## config.mk

```make
export PLATFORM = sky130hd
export DESIGN_NAME = bus_arbiter
export DESIGN_NICKNAME = d
export VERILOG_FILES = /design/src/rtl/bus_arbiter.sv
export SDC_FILE = /design/constraint.sdc
export NUM_CORES = 1
export LEC_CHECK = 0
export BUFFER_PORTS_ARGS = -buffer_cell sky130_fd_sc_hd__buf_2
export CORE_MARGIN = 1
export CORE_UTILIZATION = 36
export DETAILED_ROUTE_END_ITERATION = 6
export MAX_ROUTING_LAYER = met4
export PLACE_DENSITY = 0.87
export SLEW_MARGIN = 5
export SYNTH_ARGS = -nofsm -noshare
export SYNTH_HDL_FRONTEND = slang
export SYNTH_SLANG_ARGS = --single-unit
export TNS_END_PERCENT = 30
```

## constraint.sdc

```tcl
create_clock -name clk -period 2.25 [get_ports clk]
set_input_delay 0.1125 -clock clk [delete_from_list [all_inputs] [get_ports clk]]
set_output_delay 0.1125 -clock clk [all_outputs]
set_load 0.01 [all_outputs]
```

## src/rtl/bus_arbiter.sv

```systemverilog
// Shared system bus arbiter: CPU owns the bus by default; PRC and debug masters get it via the CPU request/ack handshake.
// Optional ARB_STARVE_LIMIT_EN caps a secondary master's tenure at MAX_GRANT_CYCLES and then favours DBG once.
module bus_arbiter #(
  parameter int MAX_GRANT_CYCLES = 1024,
  parameter int CNT_W            = 11
) (
  input  logic        clk,
  input  logic        reset,
  output logic        cpu_bus_request,
  input  logic        cpu_bus_ack,
  input  logic [23:0] cpu_address,
  input  logic [7:0]  cpu_data,
  input  logic        cpu_read,
  input  logic        cpu_write,
  input  logic [1:0]  cpu_bus_status,
  input  logic        prc_request,
  output logic        prc_grant,
  input  logic [23:0] prc_address,
  input  logic [7:0]  prc_data,
  input  logic        prc_read,
  input  logic        prc_write,
  input  logic [1:0]  prc_bus_status,
  input  logic        dbg_request,
  output logic        dbg_grant,
  input  logic [23:0] dbg_address,
  input  logic [7:0]  dbg_data,
  input  logic        dbg_read,
  input  logic        dbg_write,
  input  logic [1:0]  dbg_bus_status,
  output logic [23:0] address_out,
  output logic [7:0]  data_out,
  output logic        read,
  output logic        write,
  output logic [1:0]  bus_status,
  output logic [1:0]  owner
);

  typedef enum logic [2:0] {
    S_IDLE, S_REQ, S_GRANT_PRC, S_GRANT_DBG, S_SWITCH, S_RELEASE
  } state_t;

  if (2 ** CNT_W <= MAX_GRANT_CYCLES) begin : g_bad_cfg
    $error("bus_arbiter: CNT_W too narrow for MAX_GRANT_CYCLES");
  end

  state_t      state_reg, state_next;
  logic        target_dbg_reg, target_dbg_next;
  logic        prefer_dbg;
  logic        limit_hit;
  logic [1:0]  owner_reg;
  logic        cpu_bus_request_reg, prc_grant_reg, dbg_grant_reg;

`ifdef ARB_STARVE_LIMIT_EN
  logic [CNT_W-1:0] cnt_reg;
  logic             prefer_dbg_reg;
  logic             force_prc;

  assign limit_hit  = (cnt_reg == CNT_W'(MAX_GRANT_CYCLES - 1));
  assign force_prc  = (state_reg == S_GRANT_PRC) && cpu_bus_ack && limit_hit;
  assign prefer_dbg = prefer_dbg_reg;

  always_ff @(posedge clk) begin
    if (reset) begin
      cnt_reg        <= '0;
      prefer_dbg_reg <= 1'b0;
    end else begin
      // Counter runs only while staying in the same grant state.
      if ((state_reg == S_GRANT_PRC || state_reg == S_GRANT_DBG) && state_next == state_reg)
        cnt_reg <= cnt_reg + 1'b1;
      else
        cnt_reg <= '0;
      if (state_next == S_GRANT_DBG && state_reg != S_GRANT_DBG)
        prefer_dbg_reg <= 1'b0;
      else if (force_prc)
        prefer_dbg_reg <= 1'b1;
    end
  end
`else
  assign limit_hit  = 1'b0;
  assign prefer_dbg = 1'b0;
`endif

  always_comb begin
    state_next      = state_reg;
    target_dbg_next = target_dbg_reg;
    case (state_reg)
      S_IDLE: begin
        if (prc_request || dbg_request) state_next = S_REQ;
      end
      S_REQ: begin
        if (cpu_bus_ack) begin
          if (prc_request && !(dbg_request && prefer_dbg)) state_next = S_GRANT_PRC;
          else if (dbg_request)                            state_next = S_GRANT_DBG;
          else                                             state_next = S_RELEASE;
        end
      end
      S_GRANT_PRC: begin
        if (!cpu_bus_ack || limit_hit) state_next = S_RELEASE;
        else if (!prc_request) begin
          if (dbg_request) begin
            state_next      = S_SWITCH;
            target_dbg_next = 1'b1;
          end else state_next = S_RELEASE;
        end
      end
      S_GRANT_DBG: begin
        if (!cpu_bus_ack || limit_hit) state_next = S_RELEASE;
        else if (!dbg_request) begin
          if (prc_request) begin
            state_next      = S_SWITCH;
            target_dbg_next = 1'b0;
          end else state_next = S_RELEASE;
        end
      end
      S_SWITCH: begin
        // The pending master may have withdrawn during the turnaround cycle.
        if (!cpu_bus_ack)                      state_next = S_RELEASE;
        else if (target_dbg_reg && dbg_request) state_next = S_GRANT_DBG;
        else if (!target_dbg_reg && prc_request) state_next = S_GRANT_PRC;
        else                                    state_next = S_RELEASE;
      end
      S_RELEASE: begin
        if (!cpu_bus_ack) state_next = S_IDLE;
      end
      default: state_next = S_IDLE;
    endcase
  end

  always_ff @(posedge clk) begin
    if (reset) begin
      state_reg           <= S_IDLE;
      target_dbg_reg      <= 1'b0;
      owner_reg           <= 2'd0;
      cpu_bus_request_reg <= 1'b0;
      prc_grant_reg       <= 1'b0;
      dbg_grant_reg       <= 1'b0;
    end else begin
      state_reg           <= state_next;
      target_dbg_reg      <= target_dbg_next;
      prc_grant_reg       <= (state_next == S_GRANT_PRC);
      dbg_grant_reg       <= (state_next == S_GRANT_DBG);
      cpu_bus_request_reg <= (state_next == S_REQ) || (state_next == S_GRANT_PRC) ||
                             (state_next == S_GRANT_DBG) || (state_next == S_SWITCH);
      case (state_next)
        S_IDLE, S_REQ: owner_reg <= 2'd0;
        S_GRANT_PRC:   owner_reg <= 2'd1;
        S_GRANT_DBG:   owner_reg <= 2'd2;
        default:       owner_reg <= 2'd3;
      endcase
    end
  end

  assign owner           = owner_reg;
  assign cpu_bus_request = cpu_bus_request_reg;
  assign prc_grant       = prc_grant_reg;
  assign dbg_grant       = dbg_grant_reg;

  always_comb begin
    address_out = '0;
    data_out    = '0;
    read        = 1'b0;
    write       = 1'b0;
    bus_status  = 2'b00;
    case (owner_reg)
      2'd0: begin
        address_out = cpu_address; data_out = cpu_data;
        read = cpu_read; write = cpu_write; bus_status = cpu_bus_status;
      end
      2'd1: begin
        address_out = prc_address; data_out = prc_data;
        read = prc_read; write = prc_write; bus_status = prc_bus_status;
      end
      2'd2: begin
        address_out = dbg_address; data_out = dbg_data;
        read = dbg_read; write = dbg_write; bus_status = dbg_bus_status;
      end
      default: ;
    endcase
  end

endmodule

```

; ---- Word-level counts from Yosys, hierarchy flattened
; Index checks and enable logic that the tools add are counted.
[word_totals]
reg_bits = 9
inputBits = 113
out_inout_bits = 41
wordCells = 64
[classes]
n_eq_ne = 17
mux = 28
reduce_logical = 13
[ops]
columns = cell, n
row1 = 24-bit one-hot mux with 3 select lines, 1
row2 = 3-bit 2-to-1 mux, 12
row3 = 8-bit one-hot mux with 3 select lines, 1
row4 = 3-bit one-hot mux with 6 select lines, 1
row5 = 3-bit by 2-bit == test with 1-bit output (second input constant), 4
row6 = 2-bit inequality test (second input constant), 6
row7 = 2-bit one-hot mux with 3 select lines, 2
row8 = 3-bit == test (second input constant), 3
row9 = 1-bit 2-to-1 mux, 8
row10 = 7-bit AND reduction, 1
row11 = 3-bit by 1-bit == test with 1-bit output (second input constant), 2
row12 = 3-bit logical NOT, 2
row13 = 1-bit one-hot mux with 3 select lines, 2
row14 = 1-bit logical OR, 4
row15 = 2-bit by 1-bit == test with 1-bit output (second input constant), 1
row16 = 2-bit == test (second input constant), 1
row17 = 1-bit logical AND, 2
row18 = 2-bit logical NOT, 1
row19 = 1-bit one-hot mux with 2 select lines, 1
row20 = 2-bit nonzero test, 1
row21 = 2-bit OR reduction, 1
row22 = 1-bit logical NOT, 1

; ---- Logic depth before layout (Yosys ltp)
[depth]
word_depth = 10
ltp_mapped = 6
depth_no_buf = 5

; ---- Worst setup path before layout
; No wires, ideal clock.
[synth_timing]
kind = flip-flop to output port
startpoint = reg owner_reg[1] (netlist: owner[1])
endpoint = out address_out[10]
t_arrival_ns = 1.394
path_slack_ns = 0.744
path_stages_with_launch = 7
n_path_buf = 3
cell_sequence = dfxtp_1 -> buf_2 -> nor2b_1 -> clkbuf_1 -> clkbuf_1 -> nand2_1 -> o21ai_0
[synth_via]
elab_chain_len = 2
word_cells_on_any_way = 4
classes_between = 2 x eq/ne / 1 x mux / 1 x reduce/logical
[synth_rtl]
columns = item, line
row1 = start: declaration, 50  ; logic [1:0] owner_reg;
row2 = start signal: assignment, 133  ; owner_reg <= 2'd0;
row3 = start signal: assignment, 145  ; S_IDLE, S_REQ: owner_reg <= 2'd0;
row4 = start signal: assignment, 146  ; S_GRANT_PRC: owner_reg <= 2'd1;
row5 = 2-bit == test (tied with other cells), 164  ; case (owner_reg)
row6 = 24-bit one-hot mux with 3 select lines *, 164
row7 = end: declaration, 30  ; output logic [23:0] address_out,
; Every way passes the cells marked *; elsewhere a longest branch is shown, timed or not.

; ---- Final worst setup path
[layout_timing]
startpoint = reg owner_reg[0] (netlist: owner[0])
endpoint = out address_out[15]
; The elaborated chain is that of the path after synthesis.

==> impl_metrics.tcl <==
set metrics [dict create \
    h-tree-depth 1 \
    synth_compound_area_share_pct 25.69 \
    io_pins 154 \
    cts_root_buffer "clkbuf_4" \
    cts_tree "built" \
    wire_per_inst_um 11.56 \
    synth_warnings 0 \
    clock.fmax_mhz 570.4 \
    first_global_vias 1465 \
    clk_path_buf_depth 2 \
    period_minus_slack_ns 1.753 \
    largest_reg_flops 3 \
    setup_viol 0 \
    clk_pin_slew_ns 0.06 \
    vias 1853 \
    fin_area_sq_mm 0.002074 \
    post_cts_buffers 0 \
    worstPathArrival_ns 1.64 \
    synth_xor_area_share_pct 0.6917 \
    min_path_type "in -> reg" \
    dieArea_sq_mm 0.003758 \
    end_kind "output pin" \
    grt_max_degree 38 \
    core_sq_mm 0.003363 \
    n_antenna_cell 0 \
    grt_pass1_wl_um 5727 \
    yosysSeqAreaShare_pct 14.23 \
    antenna_found_initial 0 \
    rsz0062_at_grt "no" \
    max-vdd-ir-drop_mv 0.4734 \
    fin_setup_tns_ns 0 \
    slew_viol_final 0 \
    fillers 323 \
    powerDensity_mw_per_mm2 528.2 \
    hpwl_um 3435 \
    drt-total-wl_um 4287 \
    synth_area_per_cell_sq_um 7.035 \
    drive_above_1_share_pct 51.69 \
    dp_cells 367 \
    critPathLaunchType "register" \
    ys_ff_latch 9 \
    syn_inst 180 \
    fin_worst_skew_ns 0.004523 \
    synth_mux_area_share_pct 29.35 \
    clock_sinks 9 \
    drtAntennaViolNets 0 \
    hold_viol 0 \
    drc 0 \
    finalCritPeriodShare_pct 77.92 \
    ys_types 36 \
    netlist_area_sq_mm 0.001266 \
    dpl_cell_area_sq_mm 0.002048 \
    drt_iter0_markers 56 \
    area_delta_synth_final_pct 63.83 \
    numPortBuffers 153 \
    p_leak_uw 0.0009904 \
    grt_usage_pct 20.56 \
    num_rows 21 \
    fp.dieH_um 61.31 \
    postCtsHoldBufs 0 \
    gp_congestion 0.8330 \
    synth_fa_ha_area_share_pct 0 \
    path_class "reg -> out" \
    synth_top_family_by_area "multiplexers" \
    start_util_pct 37.65 \
    path_max_fanout 37 \
    cts_resized 0 \
    syn_nets 293 \
    chipWidth_um 61.31 \
    cp.required_ns 2.14 \
    clk_latency_ns 0.26 \
    max-cap-violations 0 \
    numCtsBuffers 3 \
    grt_overflow_total 0 \
    slew_headroom_pct 60.55 \
    layout.cells.non_filler 371 \
    dr.pass1.iters 4 \
    via_per_inst 4.995 \
    run_status "finished, final reports clean" \
    tightest_slew_ns 0.5917 \
    fin_nets 439 \
    synth_simple_gate_area_share_pct 23.52 \
]
## cell usage after synthesis
master / count / area (sq um)
a21o_1: 1 / 7.510
or2_2: 1 / 6.260
xor2_1: 1 / 8.760
a221oi_4: 1 / 26.28
nor3b_1: 1 / 7.510
clkbuf_2: 1 / 5.000
a221oi_1: 1 / 8.760
inv_1: 2 / 7.510
nand2_1: 39 / 146.4
and2_1: 2 / 12.51
o21ai_0: 38 / 190.2
mux2_2: 1 / 11.26
or3_4: 1 / 11.26
and4b_1: 1 / 10.01
nand4b_1: 2 / 17.52
or2_1: 2 / 12.51
a2111oi_0: 1 / 8.760
a211oi_1: 1 / 7.510
o221ai_1: 1 / 8.760
buf_4: 2 / 15.01
mux2i_1: 36 / 360.4
nand3_1: 1 / 5.000
and3b_1: 1 / 8.760
a41oi_1: 1 / 8.760
a21oi_1: 4 / 20.02
buf_2: 5 / 25.02
nor2b_1: 5 / 31.28
a31o_2: 1 / 8.760
a311oi_1: 1 / 8.760
a2111oi_2: 1 / 15.01
o22ai_1: 1 / 6.260
nand2b_1: 2 / 12.51
dfxtp_1: 9 / 180.2
nor3_1: 1 / 5.000
nor2_1: 3 / 11.26
clkbuf_1: 8 / 30.03
## layer usage
layer  vias up  track usage [%]  wire (um)
li1        932                -          -
met1       836            20.76       1648
met5         -                -          0
met3         5            2.941        310
met4         0            5.519         25
met2        80            40.53       2303
## metrics by stage
stage | util, % | hold slack (ns) | setup slack, ns | total power, uW
4_1_cts | 61.68 | 0.08740 | 0.4750 | 1105
2_1_floorplan | - | 0.1846 | 0.7438 | 670.9
6_report | 61.68 | 0.08903 | 0.4968 | 1096
5_1_grt | 61.68 | 0.1034 | 0.3613 | 1199
3_3_place_gp | 60.90 | 0.3489 | 0.6000 | 962.6
3_5_place_dp | 60.90 | 0.3640 | 0.5274 | 982.4
## path summary, 6_finish.rpt
check                      start  slack (ns)         endpoint  depth (start not counted)
setup / recovery        owner[0]        0.50  address_out[15]                          4
hold / removal             reset        0.09  cpu_bus_request                          2
setup reg to reg    state_reg[0]        0.51         owner[0]                          5
hold reg to reg   target_dbg_reg        0.60   target_dbg_reg                          3
## cell usage in the layout, fill, tap and decap left out, drive strengths merged, types with 2 or more instances in the layout
master   instances
a2111oi          2
a21oi            4
a221oi           2
and2             2
buf            157
clkbuf           4
dfxtp            9
inv              2
mux2i           36
nand2           39
nand2b           2
nand4b           2
nor2             3
nor2b            5
o21ai           38
or2              3
## kinds of logic (layout without fill, tap and decap cells)
logic type / count (synthesis) / count (layout)
flops: 9 / 9
compound gates: 53 / 53
buf+inv: 18 / 163
mux: 37 / 37
xor+xnor: 1 / 1
simple gates: 62 / 62
## power by group
part           total (uW)  internal [uW]  switching, uW
logic                 764            358            405
clock network         121           68.1           53.2
registers             210            182           28.5
## critical path, stage by stage, from the launching register on
cell and delay [ns]:
dfxtp_2 0.33, buf_4 0.50, mux2i_1 0.15, o21ai_0 0.21
buf_2 0.18
## layout make-up
cell class / count / area, sq um / area share [%]
clock buffers: 4 / 26.28 / 1.267
inverters: 2 / 7.507 / 0.3619
multi-input cells: 153 / 1006 / 48.49
flip-flops and latches: 9 / 181.4 / 8.745
well taps: 46 / 57.56 / 2.774
repair buffers: 157 / 795.8 / 38.36
No activity file was read; power rests on OpenSTA's default activity.
